$ cat config.mk
export PLATFORM = sky130hd
export DESIGN_NAME = pixel_array_ctrl_flat
export DESIGN_NICKNAME = d
export VERILOG_FILES = /design/src/rtl/pixel_array_ctrl_if.sv /design/src/rtl/pixel_array_ctrl.sv /design/src/flat_wrapper.sv
export SDC_FILE = /design/constraint.sdc
export NUM_CORES = 1
export LEC_CHECK = 0
export ABC_AREA = 1
export CAP_MARGIN = 20
export CORE_MARGIN = 4
export CORE_UTILIZATION = 44
export CTS_CLUSTER_DIAMETER = 30
export DETAILED_ROUTE_END_ITERATION = 7
export GPL_TIMING_DRIVEN = 0
export PLACE_DENSITY = 0.76
export SYNTH_ARGS = -nofsm -noshare
export SYNTH_HDL_FRONTEND = slang
export SYNTH_SLANG_ARGS = --single-unit
$ cat constraint.sdc
create_clock -name wb_clk_i -period 1.7 [get_ports wb_clk_i]
set_input_delay 0.255 -clock wb_clk_i [delete_from_list [all_inputs] [get_ports wb_clk_i]]
set_output_delay 0.255 -clock wb_clk_i [all_outputs]
set_load 0.02 [all_outputs]
$ cat src/rtl/pixel_array_ctrl_if.sv
// pixel_array_ctrl_if: Wishbone slave bus bundle between the Caravel bus and pixel_array_ctrl
interface pixel_array_ctrl_if;
  logic        wbs_stb_i;
  logic        wbs_cyc_i;
  logic        wbs_we_i;
  logic [3:0]  wbs_sel_i;
  logic [31:0] wbs_dat_i;
  logic [31:0] wbs_adr_i;
  logic        wbs_ack_o;
  logic [31:0] wbs_dat_o;
  modport slave (
    input  wbs_stb_i, wbs_cyc_i, wbs_we_i, wbs_sel_i, wbs_dat_i, wbs_adr_i,
    output wbs_ack_o, wbs_dat_o
  );
  modport master (
    output wbs_stb_i, wbs_cyc_i, wbs_we_i, wbs_sel_i, wbs_dat_i, wbs_adr_i,
    input  wbs_ack_o, wbs_dat_o
  );
endinterface

$ cat src/rtl/pixel_array_ctrl.sv
// pixel_array_ctrl: Wishbone-mapped LOC/ADJ/SH scan sequencer for N_PIX pixels; define PXL_IRQ_EN to add irq_o and CTRL[4] IRQ_ENA
module pixel_array_ctrl #(
  parameter int         N_PIX    = 4,
  parameter int         TIMER_W  = 10,
  parameter logic [3:0] BASE_NIB = 4'd3
) (
  input  logic                     wb_clk_i,
  input  logic                     wb_rst_i,
  pixel_array_ctrl_if.slave        wb,
  input  logic                     ext_start_i,
  output logic [N_PIX-1:0]         pxl_sel_o,
  output logic [$clog2(N_PIX)-1:0] pxl_idx_o,
  output logic                     s1_o,
  output logic                     s2_o,
  output logic                     sh_o,
  output logic                     busy_o,
  output logic                     frame_done_o
`ifdef PXL_IRQ_EN
  ,
  output logic                     irq_o
`endif
);
  typedef enum logic [2:0] {IDLE, LOC, ADJ, SH, NEXT} state_t;
  localparam int IW = $clog2(N_PIX);
  localparam logic [IW-1:0] LAST = IW'(N_PIX - 1);
  state_t state, nxt_state;
  logic [IW-1:0] idx, nxt_idx;
  logic [TIMER_W-1:0] tmr, nxt_tmr, loc_max, adj_max, loc_sh, adj_sh;
  logic [7:0] frame_cnt;
  logic [1:0] ra;
  logic [31:0] wmask, loc_wr, adj_wr, ctrl_rd, status_rd, rd;
  logic cont, src, irq_ena, done_sticky, ext_d;
  logic hit, wr, ctrl_wr, start, abort, trig, fend, clr;
  logic unused_bits;
`ifdef PXL_IRQ_EN
  localparam bit IRQ = 1'b1;
  assign irq_o = done_sticky & irq_ena;
`else
  localparam bit IRQ = 1'b0;
`endif
  assign hit = wb.wbs_cyc_i & wb.wbs_stb_i & (wb.wbs_adr_i[31:28] == BASE_NIB) & ~wb.wbs_ack_o;
  assign ra = wb.wbs_adr_i[3:2];
  assign wr = hit & wb.wbs_we_i;
  assign ctrl_wr = wr & (ra == 2'd0) & wb.wbs_sel_i[0];
  assign start = ctrl_wr & wb.wbs_dat_i[0];
  assign abort = ctrl_wr & wb.wbs_dat_i[2];
  assign clr = IRQ & wr & (ra == 2'd3) & wb.wbs_sel_i[0] & wb.wbs_dat_i[1];
  assign trig = (state == IDLE) & (src ? ext_start_i & ~ext_d : start);
  assign fend = (state == SH) & (idx == LAST) & ~abort;
  assign wmask = {{8{wb.wbs_sel_i[3]}}, {8{wb.wbs_sel_i[2]}}, {8{wb.wbs_sel_i[1]}}, {8{wb.wbs_sel_i[0]}}};
  assign loc_wr = (32'(loc_max) & ~wmask) | (wb.wbs_dat_i & wmask);
  assign adj_wr = (32'(adj_max) & ~wmask) | (wb.wbs_dat_i & wmask);
  assign ctrl_rd = {27'd0, irq_ena, src, 1'b0, cont, 1'b0};
  assign status_rd = {8'd0, 8'(idx), frame_cnt, 6'd0, done_sticky, busy_o};
  assign rd = ra == 2'd0 ? ctrl_rd : ra == 2'd1 ? 32'(loc_max) : ra == 2'd2 ? 32'(adj_max) : status_rd;
  assign unused_bits = ^{wb.wbs_adr_i[27:4], wb.wbs_adr_i[1:0], loc_wr, adj_wr};
  always_comb begin
    nxt_state = state;
    nxt_idx = idx;
    nxt_tmr = tmr;
    case (state)
      IDLE: if (trig) begin
        nxt_state = LOC;
        nxt_idx = '0;
        nxt_tmr = '0;
      end
      LOC: begin
        nxt_state = tmr == loc_sh ? ADJ : LOC;
        nxt_tmr = tmr == loc_sh ? '0 : tmr + TIMER_W'(1);
      end
      ADJ: begin
        nxt_state = tmr == adj_sh ? SH : ADJ;
        nxt_tmr = tmr == adj_sh ? '0 : tmr + TIMER_W'(1);
      end
      SH: nxt_state = NEXT;
      NEXT: begin
        nxt_state = (idx != LAST || cont) ? LOC : IDLE;
        nxt_idx = idx != LAST ? idx + IW'(1) : '0;
      end
      default: nxt_state = IDLE;
    endcase
    if (abort) begin
      nxt_state = IDLE;
      nxt_idx = '0;
      nxt_tmr = '0;
    end
  end
  // outputs are registered from the next state so they line up with the state register
  always_ff @(posedge wb_clk_i) begin
    if (wb_rst_i) begin
      state <= IDLE;
      idx <= '0;
      tmr <= '0;
      loc_max <= '0;
      adj_max <= '0;
      loc_sh <= '0;
      adj_sh <= '0;
      frame_cnt <= '0;
      cont <= 1'b0;
      src <= 1'b0;
      irq_ena <= 1'b0;
      done_sticky <= 1'b0;
      ext_d <= 1'b0;
      wb.wbs_ack_o <= 1'b0;
      wb.wbs_dat_o <= '0;
      s1_o <= 1'b0;
      s2_o <= 1'b0;
      sh_o <= 1'b0;
      busy_o <= 1'b0;
      frame_done_o <= 1'b0;
      pxl_sel_o <= '0;
      pxl_idx_o <= '0;
    end else begin
      wb.wbs_ack_o <= hit;
      if (hit) wb.wbs_dat_o <= rd;
      ext_d <= ext_start_i;
      if (ctrl_wr) begin
        cont <= wb.wbs_dat_i[1];
        src <= wb.wbs_dat_i[3];
        irq_ena <= IRQ & wb.wbs_dat_i[4];
      end
      if (wr && ra == 2'd1) loc_max <= loc_wr[TIMER_W-1:0];
      if (wr && ra == 2'd2) adj_max <= adj_wr[TIMER_W-1:0];
      state <= nxt_state;
      idx <= nxt_idx;
      tmr <= nxt_tmr;
      if (nxt_state == LOC && state != LOC) loc_sh <= loc_max;
      if (nxt_state == ADJ && state != ADJ) adj_sh <= adj_max;
      if (fend) frame_cnt <= frame_cnt + 8'd1;
      done_sticky <= fend | (done_sticky & ~trig & ~clr);
      s1_o <= nxt_state == LOC;
      s2_o <= nxt_state == ADJ;
      sh_o <= nxt_state == SH;
      busy_o <= nxt_state != IDLE;
      frame_done_o <= fend;
      pxl_sel_o <= nxt_state != IDLE ? N_PIX'(1) << nxt_idx : '0;
      pxl_idx_o <= nxt_idx;
    end
  end
endmodule

$ cat src/flat_wrapper.sv
// flat-port wrapper written by rule: the top's interface ports become plain ports
module pixel_array_ctrl_flat 
#(
  parameter int         N_PIX    = 4,
  parameter int         TIMER_W  = 10,
  parameter logic [3:0] BASE_NIB = 4'd3
)
  (wb_clk_i, wb_rst_i, ext_start_i, pxl_sel_o, pxl_idx_o, s1_o, s2_o, sh_o, busy_o, frame_done_o, wb_wbs_stb_i, wb_wbs_cyc_i, wb_wbs_we_i, wb_wbs_sel_i, wb_wbs_dat_i, wb_wbs_adr_i, wb_wbs_ack_o, wb_wbs_dat_o);
  pixel_array_ctrl_if wb_i ();
  input  logic wb_clk_i;
  input  logic wb_rst_i;
  input  logic ext_start_i;
  output logic [N_PIX-1:0] pxl_sel_o;
  output logic [$clog2(N_PIX)-1:0] pxl_idx_o;
  output logic s1_o;
  output logic s2_o;
  output logic sh_o;
  output logic busy_o;
  output logic frame_done_o;
  input wire logic [$bits(wb_i.wbs_stb_i)-1:0] wb_wbs_stb_i;
  input wire logic [$bits(wb_i.wbs_cyc_i)-1:0] wb_wbs_cyc_i;
  input wire logic [$bits(wb_i.wbs_we_i)-1:0] wb_wbs_we_i;
  input wire logic [$bits(wb_i.wbs_sel_i)-1:0] wb_wbs_sel_i;
  input wire logic [$bits(wb_i.wbs_dat_i)-1:0] wb_wbs_dat_i;
  input wire logic [$bits(wb_i.wbs_adr_i)-1:0] wb_wbs_adr_i;
  output wire logic [$bits(wb_i.wbs_ack_o)-1:0] wb_wbs_ack_o;
  output wire logic [$bits(wb_i.wbs_dat_o)-1:0] wb_wbs_dat_o;
  assign wb_i.wbs_stb_i = wb_wbs_stb_i;
  assign wb_i.wbs_cyc_i = wb_wbs_cyc_i;
  assign wb_i.wbs_we_i = wb_wbs_we_i;
  assign wb_i.wbs_sel_i = wb_wbs_sel_i;
  assign wb_i.wbs_dat_i = wb_wbs_dat_i;
  assign wb_i.wbs_adr_i = wb_wbs_adr_i;
  assign wb_wbs_ack_o = wb_i.wbs_ack_o;
  assign wb_wbs_dat_o = wb_i.wbs_dat_o;
  pixel_array_ctrl #(.N_PIX(N_PIX), .TIMER_W(TIMER_W), .BASE_NIB(BASE_NIB)) u_core (.wb_clk_i(wb_clk_i), .wb_rst_i(wb_rst_i), .wb(wb_i), .ext_start_i(ext_start_i), .pxl_sel_o(pxl_sel_o), .pxl_idx_o(pxl_idx_o), .s1_o(s1_o), .s2_o(s2_o), .sh_o(sh_o), .busy_o(busy_o), .frame_done_o(frame_done_o));
endmodule
==> results of run 1 <==
[cells in the mapped netlist (5+ instances only)]
cell,instances,area (sq um)
a211oi_1,5,37.5
a21oi_1,36,180
a221oi_1,6,52.6
buf_2,5,25.0
buf_4,17,128
clkbuf_1,10,37.5
dfxtp_1,95,1900
inv_1,97,364
inv_2,7,26.3
nand2_1,141,529
nand3_1,22,110
nand4_1,21,131
nor2_1,92,345
nor2_2,6,37.5
nor3_1,8,40.0
o21ai_0,38,190
o31ai_1,6,45.0
[cell families after synthesis]
logic type	count (synthesis)	share of synthesized area
compound gates	104	0.133
xor+xnor	2	0.00390
fa+ha+maj	3	0.00835
buf+inv	140	0.134
flops	95	0.423
other cells	1	0.000834
simple gates	304	0.297
[layer usage]
layer | GRT usage | part of all wire | wire length [um]
met2 | 0.353 | 0.52 | 6530
met1 | 0.231 | 0.41 | 5180
met4 | 0.0766 | 0.023 | 288
met5 | 0 | 0 | 0
met3 | 0.0420 | 0.042 | 527
[layout make-up]
class | count | area (sq um) | share of cell area
Clock buffer | 9 | 124 | 0.0204
Buffer | 34 | 243 | 0.0399
Inverter | 106 | 405 | 0.0667
Sequential cell | 95 | 1940 | 0.319
Multi-Input combinational cell | 428 | 2330 | 0.384
Tap cell | 133 | 166 | 0.0274
Timing Repair Buffer | 82 | 781 | 0.128
Clock inverter | 7 | 86.3 | 0.0142
[worst max-delay path, cell delays in order (launching register included)]
cell     delay (ns)
dfxtp_2        0.34
nor2_2         0.11
nand2_2        0.07
nor2_4         0.14
nand4_4        0.13
nand2_2        0.12
nand2_4        0.07
nand4_1        0.15
nand2_2        0.13
nor2_4         0.18
buf_6          0.14
nand2_1        0.05
nand2_1        0.07
nor2_1         0.05
[power groups by stage]
stage,Clock (uW),Sequential (uW),Combinational (uW)
after global placement,0,2290,254
final,1600,2220,290
after floorplan,0,2290,155
after CTS,1600,2230,266
after global routing,1700,2230,314
after detailed placement,0,2290,257
[metrics by stage]
stage / utilization / instance area [sq um] / setup TNS [ns]
2_1_floorplan: - / 4550 / 0
3_3_place_gp: 0.531 / 5230 / -29.94
3_5_place_dp: 0.531 / 5230 / -33.33
4_1_cts: 0.576 / 5680 / -1.30
5_1_grt: 0.616 / 6080 / -7.67
6_report: 0.616 / 6080 / -2.31
[final timing paths]
check | endpoint | slack [ns] | cells after the start
worst min register to register | u_core.wb.wbs_dat_o[17] | 0.47 | 2
worst min-delay path | u_core.wb.wbs_ack_o | 0.36 | 2
worst max-delay path | u_core.loc_sh[2] | -0.17 | 13
worst max register to register | u_core.loc_sh[2] | -0.17 | 13
[what timing repair did]
action | in CTS | in global routing
endpoints found under the setup margin | 49 | 67
pin swaps | 14 | 20
hold buffers | 0 | 0
gates cloned | 1 | 3
buffers inserted | 11 | 16
gates resized for setup | 55 | 83
==> results.toml, run 1 <==
[run_status]
outcome = "complete, but fails checks"
failed_checks = "negative setup slack"

[final_layout]
drive_gt1_frac = 0.234
antenna-diode-count = 0
mostFrequentLayoutCells = "126 x nand2_1, 88 x inv_1, 78 x dfxtp_1, 76 x nor2_1, 51 x clkdlybuf4s50_1"
final_common_cell = "nand2_1"
layoutNonFillerInstCount = 894
nNetsFinal = 833
fillers = 785
syn_to_final_growth_pct = 35.1

[setup_path]
startpoint_type = "register"
cp-startpoint = "u_core.wb.wbs_ack_o"
cp.required_ns = 1.97
cp.arrival_ns = 2.14
worst-setup-path-type = "reg2reg"
critPathCaptureType = "register"
r2r_start = "u_core.wb.wbs_ack_o"
worstPathMaxFanout = 5

[pwr]
total_power_uw = 4120
ir_drop_mv = 0.474
internal_power_uw = 3050
switching_share = 0.259
switchingPower_uw = 1070
pwr-share-clk = 0.389
p_leak_uw = 0.00256
comb_power_share = 0.070
power_density_nw_per_um2 = 678
power.sequential.fraction = 0.540

[logic_synthesis]
ys.flop_type = "dfxtp_1"
ys_ff_latch = 95
yosysWarnings = 0
yosysUniqueCellTypes = 43
syn-cell-area_sq_um = 4500
async_flop_share = 0
ys_seq_area_frac = 0.423
synth_edf_count = 0
syn_area_per_cell_sq_um = 6.93
netlist_instances = 649

[timing]
fin_crit_sh = 1.10
finalCriticalPeriod_ns = 1.87
clock.fmax_ghz = 0.534
finalMaxSlewViolations = 0
finalSetupViolations = 30
final_hold_viol_count = 0
holdWs_ns = 0.360
setup_ws_ns = -0.174
maxSlewHeadroom = 0.658
skew_ns = 0.0125
tightest_slew_ns = 0.514
grt_setup_unrepaired = "true"

[grt]
grt_max_degree = 19
grt_pass1_vias = 4201
grt_overflow = 0
track_usage = 0.198
antenna_found_initial = 0
grt_pass1_wl_mm = 18.9

[routing]
viasPerCell = 5.04
firstDrtPassIters = 4
ant_nets = 0
wl_per_cell_um = 14.0
vias = 4502
wirelength_mm = 12.5
drtIter0Drc = 171
drc = 0

[clock_network]
tritoncts = "yes"
cts_max_path_buffers = 2
clk_pin_slew_ns = 0.11
cts_sinks = 95
tritoncts.num_buffers = 9
root_buffer = "clkbuf_8"
htree_levels = 3
clk_latency_ns = 0.37

[placement]
dpl.cell_count = 847
post-dp-hpwl_mm = 8.69
gp_congestion = 0.878
port_buffers = 52
pre_cts_slack_ns = -0.584

[hold_path]
hp-start = "wb_rst_i"
hold_class = "in2reg"

[floorplanning]
die-area_sq_um = 11900
die_height_um = 109
ios = 118
start_util = 0.456
dieWidth_um = 109
core_area_sq_um = 9860
placementRows = 36

[flow_run]
maxCapViolations = 0
(Power assumes the default switching activity.)
==> run 2, diff against run 1 <==
Settings changed: CORE_UTILIZATION 44 to 40, PLACE_DENSITY 0.76 to 0.7.
==> results.toml, run 2 (synthesis results as in run 1) <==
[setup_path]
r2r_start = "u_core.wb.wbs_ack_o"
r2r_setup_slack_ns = -0.13
startpoint_type = "register"
cp.arrival_ns = 2.06
worstReg2RegEnd = "u_core.loc_sh[5]"
rr_worst_depth = 13
worst-setup-path-type = "reg2reg"
cp.required_ns = 1.93
critPathCaptureType = "register"
worstPathMaxFanout = 5

[grt]
track_usage = 0.183
antenna_found_initial = 0
grt_max_degree = 16
grt_pass1_wl_mm = 19.5
grt_pass1_vias = 4253
grt_overflow = 0

[timing]
finalSetupViolations = 34
finalMaxSlewViolations = 0
setup_ws_ns = -0.130
fin_crit_sh = 1.08
final_hold_viol_count = 0
maxSlewHeadroom = 0.599
tightest_slew_ns = 0.602
clock.fmax_ghz = 0.546
skew_ns = 0.00630
holdWs_ns = 0.369
fin_setup_tns_ns = -2.99
finalCriticalPeriod_ns = 1.83
grt_setup_unrepaired = "true"

[clock_network]
clk_latency_ns = 0.34
cts_hold_buf = 0
root_buffer = "clkbuf_16"
cts_sinks = 95
tritoncts.num_buffers = 9
htree_levels = 3
clk_pin_slew_ns = 0.07
tritoncts = "yes"
cts_max_path_buffers = 2

[placement]
pre_cts_slack_ns = -0.609
post-dp-hpwl_mm = 8.71
port_buffers = 52
gp_congestion = 0.839

[hold_path]
min_delay_path_depth = 2
hp-start = "wb_rst_i"
hold_end = "u_core.wb.wbs_ack_o"
hold_class = "in2reg"

[floorplanning]
dieWidth_um = 114
placementRows = 38
die-area_sq_um = 13000
core_area_sq_um = 10900
start_util = 0.411
ios = 118
die_height_um = 114

[pwr]
p_leak_uw = 0.00255
power_density_nw_per_um2 = 784
ir_drop_mv = 0.528

[routing]
drtIter0Drc = 188
wirelength_mm = 12.1
viasPerCell = 4.91
ant_nets = 0
wl_per_cell_um = 13.5
firstDrtPassIters = 4
drc = 0
vias = 4400

[final_layout]
final_common_cell = "nand2_1"
syn_to_final_growth_pct = 35.5
mostFrequentLayoutCells = "125 x nand2_1, 90 x inv_1, 80 x dfxtp_1, 79 x nor2_1, 45 x clkdlybuf4s50_1"
nNetsFinal = 828
antenna-diode-count = 0
drive_gt1_frac = 0.212

[run_status]
failed_checks = "negative setup slack"
outcome = "complete, but fails checks"

[flow_run]
maxCapViolations = 0
==> run 2: worst max-delay path, cell delays in order (launching register included) <==
cell,delay [ns]
dfxtp_2,0.33
nor2_2,0.11
nand2_2,0.07
nor2_4,0.16
nand4_1,0.19
nor2_2,0.17
inv_2,0.09
nand2_4,0.10
nand3_4,0.07
nor2_4,0.16
buf_6,0.14
nand2_1,0.05
nand2_1,0.06
nor2_1,0.04
==> run 2: power breakdown <==
group / internal, uW / leakage [uW] / switching, uW
Clock: 1410 / 0.000165 / 858
Sequential: 2230 / 0.000774 / 3.96
Combinational: 111 / 0.00161 / 171
==> run 2: cell type report <==
class                   instances  area (sq um)
plain buffers                  32           218
clock buffers                  12           267
clock inverters                 4          76.3
fillers                       987          4840
inverters                     106           409
multi-input cells             427          2270
flip-flops and latches         95          1930
well taps                     140           175
repair buffers                 80           753
==> run 2: per-stage QoR <==
| step | total power (uW) | instances | util | cell area [sq um] |
|---|---|---|---|---|
| 5_1_grt | 4930 | 896 | 0.557 | 6090 |
| 2_1_floorplan | 2440 | 662 | - | 4550 |
| 3_3_place_gp | 2540 | 854 | 0.479 | 5240 |
| 4_1_cts | 4790 | 878 | 0.528 | 5780 |
| 3_5_place_dp | 2550 | 854 | 0.479 | 5240 |
| 6_report | 4780 | 896 | 0.557 | 6090 |
==> run 2: worst max path at each step <==
| stage | from | slack [ns] | endpoint | cells past startpoint |
|---|---|---|---|---|
| 3_3_place_gp | wb_wbs_adr_i[3] | -0.55 | u_core.tmr[9] | 9 |
| 6_report | u_core.wb.wbs_ack_o | -0.13 | u_core.loc_sh[5] | 13 |
| 2_1_floorplan | u_core.wb.wbs_ack_o | 0.05 | u_core.tmr[9] | 10 |
| 4_1_cts | u_core.tmr[4] | -0.09 | u_core.tmr[9] | 10 |
| 3_5_place_dp | wb_wbs_adr_i[3] | -0.61 | u_core.tmr[9] | 9 |
| 5_1_grt | u_core.wb.wbs_ack_o | -0.26 | u_core.loc_sh[0] | 13 |
==> run 2: timing repair <==
action,4_1_cts,5_1_grt
cloned,1,0
hold endpoints to repair,0,0
pin swaps,10,17
setup endpoints to repair,54,64
resized for setup,54,67
buffers inserted,9,18
==> run 2: metal layers <==
| metal | GRT usage | vias to the layer above | share of wire | wire [um] |
|---|---|---|---|---|
| li1 | - | 2249 | - | - |
| met1 | 0.216 | 2009 | 0.42 | 5090 |
| met2 | 0.326 | 120 | 0.52 | 6240 |
| met3 | 0.0371 | 22 | 0.042 | 510 |
| met4 | 0.0689 | 0 | 0.020 | 246 |
| met5 | 0 | - | 0 | 0 |
